==> config.mk <==
export PLATFORM = sky130hd
export DESIGN_NAME = bilinear_interp
export DESIGN_NICKNAME = d
export VERILOG_FILES = /design/src/rtl/undistort_pkg.sv /design/src/rtl/frac_fifo.sv /design/src/rtl/bilinear_interp.sv
export SDC_FILE = /design/constraint.sdc
export NUM_CORES = 1
export LEC_CHECK = 0
export BUFFER_PORTS_ARGS = -buffer_cell sky130_fd_sc_hd__clkbuf_2
export CAP_MARGIN = 30
export CORE_MARGIN = 2
export CORE_UTILIZATION = 30
export DETAILED_ROUTE_END_ITERATION = 10
export PLACE_DENSITY_LB_ADDON = 0.05
export SYNTH_ARGS = -nofsm -noshare
export SYNTH_HDL_FRONTEND = slang
export SYNTH_SLANG_ARGS = --single-unit
==> constraint.sdc <==
create_clock -name clk -period 18.9 [get_ports clk]
set_input_delay 0.945 -clock clk [delete_from_list [all_inputs] [get_ports clk]]
set_output_delay 0.945 -clock clk [all_outputs]
set_load 0.1 [all_outputs]
==> src/rtl/undistort_pkg.sv <==
// Shared definitions for the undistort pipeline: default pixel/fraction widths
// and the accumulator widths of the separable bilinear blend.
package undistort_pkg;

  localparam int DEFAULT_BITS_PER_PIXEL = 8;
  localparam int DEFAULT_FRAC_BITS      = 4;

  typedef enum logic {
    STAGE_H,
    STAGE_V
  } acc_stage_e;

  // Horizontal pass adds one weight factor (0..2^fb); vertical pass adds a second.
  function automatic int acc_width(input acc_stage_e stage, input int bpp, input int fb);
    return (stage == STAGE_H) ? bpp + fb + 1 : bpp + 2 * fb + 2;
  endfunction

endpackage

==> src/rtl/frac_fifo.sv <==
// Synchronous FIFO for fractional weights; accepts a push while full if a pop
// happens in the same cycle.
module frac_fifo #(
  parameter int WIDTH = 8,
  parameter int DEPTH = 8
) (
  input  logic                     clk,
  input  logic                     rst,
  input  logic                     push,
  input  logic                     pop,
  input  logic [WIDTH-1:0]         din,
  output logic [WIDTH-1:0]         dout,
  output logic                     full,
  output logic                     empty,
  output logic [$clog2(DEPTH):0]   count
);

  localparam int AW = $clog2(DEPTH);
  localparam int CW = AW + 1;

  logic [WIDTH-1:0] mem [DEPTH];
  logic [AW-1:0]    wr_ptr;
  logic [AW-1:0]    rd_ptr;
  logic             do_push;
  logic             do_pop;

  assign full    = (count == CW'(DEPTH));
  assign empty   = (count == '0);
  assign do_pop  = pop && !empty;
  assign do_push = push && (!full || do_pop);
  assign dout    = mem[rd_ptr];

  always_ff @(posedge clk) begin
    if (rst) begin
      wr_ptr <= '0;
      rd_ptr <= '0;
      count  <= '0;
    end else begin
      if (do_push) wr_ptr <= wr_ptr + AW'(1);
      if (do_pop)  rd_ptr <= rd_ptr + AW'(1);
      if (do_push && !do_pop)      count <= count + CW'(1);
      else if (do_pop && !do_push) count <= count - CW'(1);
    end
  end

  // When full, wr_ptr aliases rd_ptr; the head is read before this edge overwrites it.
  always_ff @(posedge clk) begin
    if (do_push) mem[wr_ptr] <= din;
  end

endmodule

==> src/rtl/bilinear_interp.sv <==
// Blends each incoming 2x2 pixel quad with its queued fractional weights through
// a 3-stage pipeline (horizontal, vertical, round/clip).
module bilinear_interp
  import undistort_pkg::*;
#(
  parameter int BITS_PER_PIXEL = DEFAULT_BITS_PER_PIXEL,
  parameter int FRAC_BITS      = DEFAULT_FRAC_BITS,
  parameter int FIFO_DEPTH     = 8
) (
  input  logic                      clk,
  input  logic                      rst,
  input  logic                      frac_valid,
  input  logic [FRAC_BITS-1:0]      frac_x,
  input  logic [FRAC_BITS-1:0]      frac_y,
  output logic                      frac_ready,
  input  logic [BITS_PER_PIXEL-1:0] pixel_tl,
  input  logic [BITS_PER_PIXEL-1:0] pixel_tr,
  input  logic [BITS_PER_PIXEL-1:0] pixel_bl,
  input  logic [BITS_PER_PIXEL-1:0] pixel_br,
  input  logic                      data_valid,
  output logic [BITS_PER_PIXEL-1:0] pixel_out,
  output logic                      pixel_out_valid,
  output logic                      err_underflow,
  output logic                      err_overflow
);

  localparam int S1_W  = acc_width(STAGE_H, BITS_PER_PIXEL, FRAC_BITS);
  localparam int S2_W  = acc_width(STAGE_V, BITS_PER_PIXEL, FRAC_BITS);
  localparam int WW    = FRAC_BITS + 1;
  localparam int SHIFT = 2 * FRAC_BITS;
  localparam int CW    = $clog2(FIFO_DEPTH) + 1;

  localparam logic [WW-1:0] WEIGHT_ONE = {1'b1, {FRAC_BITS{1'b0}}};
  localparam logic [S2_W:0] ROUND      = {{(S2_W + 1 - SHIFT){1'b0}}, 1'b1, {(SHIFT - 1){1'b0}}};
  localparam logic [S2_W:0] PIX_MAX    = {{(S2_W + 1 - BITS_PER_PIXEL){1'b0}}, {BITS_PER_PIXEL{1'b1}}};

  logic                   fifo_full;
  logic                   fifo_empty;
  logic [CW-1:0]          occupancy;
  logic [2*FRAC_BITS-1:0] head;

  logic [FRAC_BITS-1:0]   fx;
  logic [FRAC_BITS-1:0]   fy;
  logic [WW-1:0]          wx;
  logic [WW-1:0]          wx_inv;
  logic [S1_W-1:0]        top_next;
  logic [S1_W-1:0]        bot_next;

  logic                   s1_valid;
  logic [S1_W-1:0]        s1_top;
  logic [S1_W-1:0]        s1_bot;
  logic [FRAC_BITS-1:0]   s1_fy;
  logic [WW-1:0]          wy;
  logic [WW-1:0]          wy_inv;
  logic [S2_W-1:0]        acc_next;

  logic                   s2_valid;
  logic [S2_W-1:0]        s2_acc;
  logic [S2_W:0]          rounded;
  logic [BITS_PER_PIXEL-1:0] clipped;

  frac_fifo #(
    .WIDTH (2 * FRAC_BITS),
    .DEPTH (FIFO_DEPTH)
  ) u_frac_fifo (
    .clk   (clk),
    .rst   (rst),
    .push  (frac_valid),
    .pop   (data_valid),
    .din   ({frac_y, frac_x}),
    .dout  (head),
    .full  (fifo_full),
    .empty (fifo_empty),
    .count (occupancy)
  );

  assign frac_ready = (occupancy != CW'(FIFO_DEPTH));

  always_comb begin
    // An empty queue degrades to zero weights so the quad passes tl through.
    {fy, fx} = fifo_empty ? '0 : head;
    wx       = WW'(fx);
    wx_inv   = WEIGHT_ONE - wx;
    top_next = S1_W'(pixel_tl) * S1_W'(wx_inv) + S1_W'(pixel_tr) * S1_W'(wx);
    bot_next = S1_W'(pixel_bl) * S1_W'(wx_inv) + S1_W'(pixel_br) * S1_W'(wx);
  end

  always_comb begin
    wy       = WW'(s1_fy);
    wy_inv   = WEIGHT_ONE - wy;
    acc_next = S2_W'(s1_top) * S2_W'(wy_inv) + S2_W'(s1_bot) * S2_W'(wy);
  end

  always_comb begin
    rounded = ({1'b0, s2_acc} + ROUND) >> SHIFT;
    clipped = (rounded > PIX_MAX) ? '1 : rounded[BITS_PER_PIXEL-1:0];
  end

  always_ff @(posedge clk) begin
    if (rst) begin
      s1_valid        <= 1'b0;
      s1_top          <= '0;
      s1_bot          <= '0;
      s1_fy           <= '0;
      s2_valid        <= 1'b0;
      s2_acc          <= '0;
      pixel_out_valid <= 1'b0;
      pixel_out       <= '0;
      err_underflow   <= 1'b0;
      err_overflow    <= 1'b0;
    end else begin
      s1_valid        <= data_valid;
      s1_top          <= top_next;
      s1_bot          <= bot_next;
      s1_fy           <= fy;
      s2_valid        <= s1_valid;
      s2_acc          <= acc_next;
      pixel_out_valid <= s2_valid;
      pixel_out       <= clipped;
      if (data_valid && fifo_empty)                err_underflow <= 1'b1;
      if (frac_valid && fifo_full && !data_valid)  err_overflow  <= 1'b1;
    end
  end

endmodule

==> results of run 1 <==
==> final cells by class <==
type	count	area, um^2
Fill cell	4270	26900
Multi-Input combinational cell	836	8199
Sequential cell	131	3263
Inverter	231	867.1
Tap cell	532	665.6
Clock buffer	17	425.4
Timing Repair Buffer	72	417.9
Clock inverter	15	181.4
==> cells in the mapped netlist, types with 2 or more instances <==
library cell and instances:
or2_2 2, a21oi_1 35, xor2_1 15, mux4_2 16
o41ai_1 2, o21a_1 3, dfxtp_1 67, xnor2_1 24
mux2_2 3, and2_1 143, clkbuf_1 26, fa_1 182
a31oi_1 2, o31a_1 3, mux2i_1 9, edfxtp_1 64
buf_2 3, nor3_1 14, nor3b_1 2, inv_1 231
or4_1 2, o31ai_1 3, ha_1 91, nand3_1 9
nand2b_1 5, a211oi_1 3, a21o_1 3, nor2b_1 19
a211o_1 2, or3_1 2, buf_6 2, o21bai_1 3
o21ai_0 17, nor2_1 69, nand4_1 3, nand2_1 137
==> kinds of logic (layout without fill, tap and decap cells) <==
| family | Yosys count | count (layout) | share of synthesized area |
|---|---|---|---|
| buf+inv | 264 | 335 | 0.08135 |
| xor+xnor | 39 | 39 | 0.02742 |
| compound gates | 86 | 86 | 0.04268 |
| mux | 28 | 28 | 0.03887 |
| simple gates | 410 | 410 | 0.1639 |
| fa+ha+maj | 273 | 273 | 0.3839 |
| flops | 131 | 131 | 0.2619 |
==> flip-flops by register name, summed over array words and instances, names as in the netlist, named ones only <==
| register | flops |
|---|---|
| u_frac_fifo.rd_ptr | 3 |
| s1_valid | 1 |
| s1_top | 13 |
| s1_bot | 13 |
| err_underflow | 1 |
| err_overflow | 1 |
| s2_acc | 11 |
| s1_fy | 4 |
| s2_valid | 1 |
| u_frac_fifo.mem | 64 |
| pixel_out | 8 |
| pixel_out_valid | 1 |
| u_frac_fifo.count | 4 |
| u_frac_fifo.wr_ptr | 3 |
==> metal layers <==
| layer | part of all wire | track usage | vias to the layer above | routed length (um) |
|---|---|---|---|---|
| met5 | 0 | 0 | - | 0 |
| met4 | 0.0077 | 0.03106 | 0 | 217 |
| met3 | 0.020 | 0.02073 | 9 | 564 |
| met2 | 0.47 | 0.2351 | 74 | 13440 |
| met1 | 0.50 | 0.1940 | 4041 | 14130 |
| li1 | - | - | 3944 | - |
==> per-stage QoR <==
step / hold slack (ns) / utilization / area (um^2)
after floorplan: 0.4138 / - / 12460
after global placement: 0.4192 / 0.3263 / 13350
after global routing: 0.4629 / 0.3426 / 14020
final: 0.4383 / 0.3426 / 14020
after detailed placement: 0.4261 / 0.3277 / 13410
after CTS: 0.4435 / 0.3426 / 14020
==> worst register-to-register path, cell delays in order, from the launching register on <==
cell and delay, ns:
dfxtp_1 0.85, mux4_2 0.34, mux2i_1 0.09, nor2_2 0.13
buf_4 0.36, inv_1 0.09, ha_1 0.22, xnor2_1 0.58
buf_4 0.30, nand2_1 0.10, fa_1 0.54, inv_1 0.05
fa_1 0.46, fa_1 0.49, inv_1 0.05, fa_1 0.52
inv_1 0.04, ha_1 0.30, nor2b_1 0.17, o31a_1 0.28
o41a_1 0.36, o41ai_1 0.32, xnor2_1 0.16, nor2_1 0.06
==> final timing paths <==
| kind | slack [ns] | end | depth (start not counted) |
|---|---|---|---|
| max reg2reg | 11.89 | s1_bot[12] | 23 |
| min | 0.44 | pixel_out_valid | 1 |
| max | 11.89 | s1_bot[12] | 23 |
| min reg2reg | 0.44 | pixel_out_valid | 1 |
==> results.sh, run 1 <==
export IMPL_outcome="finished, final reports clean"
export IMPL_worst_slack_ns=11.89
export IMPL_cts_tree="built"
export IMPL_stdcell_count=1834
export IMPL_crit_family="adder cells"
export IMPL_cts_setup_buffers=0
export IMPL_clockBufferDepth=2
export IMPL_crit_required_ns=19.20
export IMPL_cp_slowest_cell="dfxtp_1"
export IMPL_syn_avg_cell_area_um2=10.12
export IMPL_die_area_um2=43170
export IMPL_viasPerCell=4.399
export IMPL_synthArstFlopShare=0
export IMPL_netlist_instances=1231
export IMPL_cts_made_buffers=17
export IMPL_setup_viol_count_final=0
export IMPL_synth_seq_area_share=0.2619
export IMPL_synth_nets=1548
export IMPL_cp_arrival_ns=7.31
export IMPL_crit_type="register to register"
export IMPL_postRouteAntennaNets=0
export IMPL_grt_pass1_vias=8810
export IMPL_fin_skew_ns=0.01251
export IMPL_start_kind="register"
export IMPL_grt_pass1_wl_um=48240
export IMPL_cts_root_buf="clkbuf_16"
export IMPL_hold_viol=0
export IMPL_wl_per_cell_um=15.46
export IMPL_wl_um=28360
export IMPL_synth_area_leaders="fa_1 29%, edfxtp_1 15%, dfxtp_1 11%"
export IMPL_rsz0062_at_grt="false"
export IMPL_cp_end_kind="register"
export IMPL_slowest_delay_ns=0.85
export IMPL_hold_buffers=0
export IMPL_drt_iter0_drc=266
export IMPL_io_buffers=55
export IMPL_htreeDepth=4
export IMPL_fp_dieW_um=207.8
export IMPL_die_h_um=207.8
export IMPL_ctsResizeCount=0
export IMPL_start_util=0.3044
export IMPL_antenna_found_initial=0
export IMPL_yosys_area_top_type="fa_1"
export IMPL_area_growth_pct=12.53
export IMPL_coreArea_um2=40920
export IMPL_final_common_cell="inv_1"
export IMPL_ys_flop_type="dfxtp_1"
export IMPL_slew_viol_final=0
export IMPL_slew_headroom=0.3256
export IMPL_path_clk_slew_ns=0.07
export IMPL_antennaDiodeCount=0
export IMPL_synth_area_um2=12460
export IMPL_holdCritStartpoint="s2_valid"
export IMPL_min_period_ns=7.012
export IMPL_netlist_area_leader_share=0.2925
export IMPL_grt_max_degree=65
export IMPL_dpl_hpwl_um=23020
export IMPL_dpl_cell_count=1802
export IMPL_place_ws_ns=11.86
export IMPL_hp_class="register to register"
export IMPL_insertion_delay_ns=0.43
export IMPL_boundaryPins=56
export IMPL_fmax_mhz=142.6
export IMPL_path_buf_inv=6
export IMPL_ys_seq_elements=131
export IMPL_layout_common_cells="231 x inv_1, 182 x fa_1, 143 x and2_1, 137 x nand2_1, 91 x ha_1"
export IMPL_via_count=8068
export IMPL_drive_above_1_share=0.1037
export IMPL_gp_congestion=0.7203
export IMPL_num_nets_final=1606
export IMPL_fin_setup_tns_ns=0
export IMPL_path_cells="mux4_2, mux2i_1, nor2_2, buf_4, inv_1, ha_1, xnor2_1, buf_4, nand2_1, fa_1, inv_1, fa_1, fa_1, inv_1, fa_1, inv_1, ha_1, nor2b_1, o31a_1, o41a_1, o41ai_1, xnor2_1, nor2_1"
export IMPL_ys_types=51
export IMPL_grt_usage=0.1410
export IMPL_period_share=0.3710
export IMPL_drc=0
export IMPL_yosysWarnings=0
export IMPL_rows=74
export IMPL_overflow=0
export IMPL_synth_edf_count=64
export IMPL_cap_violations=0
export IMPL_crit_fanout=33
export IMPL_dr_pass1_iters=4
export IMPL_clock_sinks=131
export IMPL_tightest_slew_ns=1.008
Power of run 1 is left out: the tool's default activity adds up to more than one toggle a clock period on the data nets, which glitch-free logic cannot reach.
==> inputs of run 2 (changes only) <==
clock period = 7 ns   (was 18.9 ns; I/O delays follow)
==> run 2 against run 1 <==
Against the previous run: register-to-register slack worse by 11 ns; core utilization hardly changed; critical path depth is 1 lower; critical path type unchanged.
==> results.sh, run 2 (synthesis results as in run 1) <==
export IMPL_crit_fanout=19
export IMPL_tightest_slew_ns=1.050
export IMPL_via_count=8106
export IMPL_dr_pass1_iters=4
export IMPL_hold_buffers=0
export IMPL_area_growth_pct=12.47
export IMPL_cts_made_buffers=17
export IMPL_reg_top3="u_frac_fifo.mem (64), s1_bot (13), s1_top (13)"
export IMPL_globalRouteMet2Util=0.2480
export IMPL_htreeDepth=4
export IMPL_drive_above_1_share=0.1044
export IMPL_die_h_um=207.8
export IMPL_io_buffers=55
export IMPL_rsz0062_at_grt="false"
export IMPL_cts_root_buf="clkbuf_16"
export IMPL_grt_max_degree=65
export IMPL_path_clk_slew_ns=0.07
export IMPL_wl_per_cell_um=15.82
export IMPL_start_util=0.3044
export IMPL_viasPerCell=4.417
export IMPL_drt_iter0_drc=316
export IMPL_largest_reg_flops=64
export IMPL_largest_register="u_frac_fifo.mem"
export IMPL_cts_tree="built"
export IMPL_slew_viol_final=0
export IMPL_drc=0
export IMPL_cp_end_kind="register"
export IMPL_clock_sinks=131
export IMPL_dpl_hpwl_um=23300
export IMPL_antenna_found_initial=0
export IMPL_grt_busiest_layer="met2"
export IMPL_postRouteAntennaNets=0
export IMPL_dpl_cell_count=1803
export IMPL_grt_util_met3=0.01982
export IMPL_grt_pass1_vias=8977
export IMPL_layout_common_cells="231 x inv_1, 182 x fa_1, 143 x and2_1, 137 x nand2_1, 91 x ha_1"
export IMPL_fin_skew_ns=0.01600
export IMPL_antennaDiodeCount=0
export IMPL_insertion_delay_ns=0.44
export IMPL_fmax_mhz=157.9
export IMPL_hp_class="primary input to register"
export IMPL_min_period_ns=6.334
export IMPL_nFillCells=4230
export IMPL_setup_viol_count_final=0
export IMPL_crit_required_ns=7.29
export IMPL_slew_headroom=0.2949
export IMPL_grt_usage=0.1444
export IMPL_overflow=0
export IMPL_fp_dieW_um=207.8
export IMPL_period_share=0.9048
export IMPL_final_common_cell="inv_1"
export IMPL_hold_viol=0
export IMPL_gp_congestion=0.7374
export IMPL_stdcell_count=1835
export IMPL_rrSetupSlack_ns=0.67
export IMPL_num_nets_final=1607
export IMPL_cap_violations=0
export IMPL_register_area_um2=3264
export IMPL_boundaryPins=56
export IMPL_cp_arrival_ns=6.63
export IMPL_die_area_um2=43170
export IMPL_fin_setup_tns_ns=0
export IMPL_outcome="finished, final reports clean"
export IMPL_crit_type="register to register"
export IMPL_grt_use_met1=0.1959
export IMPL_clockBufferDepth=2
export IMPL_grt_pass1_wl_um=49030
export IMPL_rows=74
export IMPL_coreArea_um2=40920
export IMPL_start_kind="register"
export IMPL_multi_input_area_um2=8194
export IMPL_wl_um=29020
-- run 2: timing repair --
item                                    CTS  global route
endpoints found under the hold margin     0             0
resized for setup                         0             1
buffers inserted                          0             0
endpoints found under the setup margin    0             1
-- run 2: worst paths after layout --
path                                         to  cells past startpoint  startpoint
worst max-delay path                 s1_bot[12]                     22    register
worst min-delay path               err_overflow                      3  frac_valid
worst max register to register       s1_bot[12]                     22    register
worst min register to register  pixel_out_valid                      1    s2_valid
-- run 2: final cells by class --
class / instances / area share
multi-input cells: 836 / 0.5848
inverters: 231 / 0.06188
well taps: 532 / 0.04750
clock buffers: 17 / 0.03036
clock inverters: 15 / 0.01322
flip-flops and latches: 131 / 0.2330
repair buffers: 73 / 0.02929
-- run 2: worst max-delay path, cell delays in order (launching register included) --
cell	delay, ns
dfxtp_2	0.47
mux4_2	0.54
mux2i_1	0.15
nor2_1	0.09
buf_4	0.26
or4_1	0.54
o21ai_2	0.19
buf_4	0.26
nand2_1	0.09
fa_1	0.53
inv_1	0.05
fa_1	0.49
fa_1	0.49
inv_1	0.05
fa_1	0.53
inv_1	0.04
ha_1	0.33
nor3_1	0.35
nor2_1	0.08
o41a_1	0.14
o41ai_1	0.32
xnor2_1	0.17
nor2_1	0.05
-- run 2: layer usage --
layer  up-vias  wire, um
met2        70     13850
met4         0       211
met1      4063     14410
met3        14       549
met5         -         0
li1       3959         -
-- run 2: per-stage QoR --
step           area [um^2]  utilization  hold WS [ns]  setup slack [ns]
3_5_place_dp         13400       0.3274        0.4223            0.4709
5_1_grt              14010       0.3424        0.1624            0.1498
2_1_floorplan        12460            -        0.4138            0.9141
3_3_place_gp         13390       0.3273        0.4178            0.5586
4_1_cts              14010       0.3424        0.1467            0.4496
6_report             14010       0.3424        0.1583            0.6661
Power of run 2 is left out for the same reason.
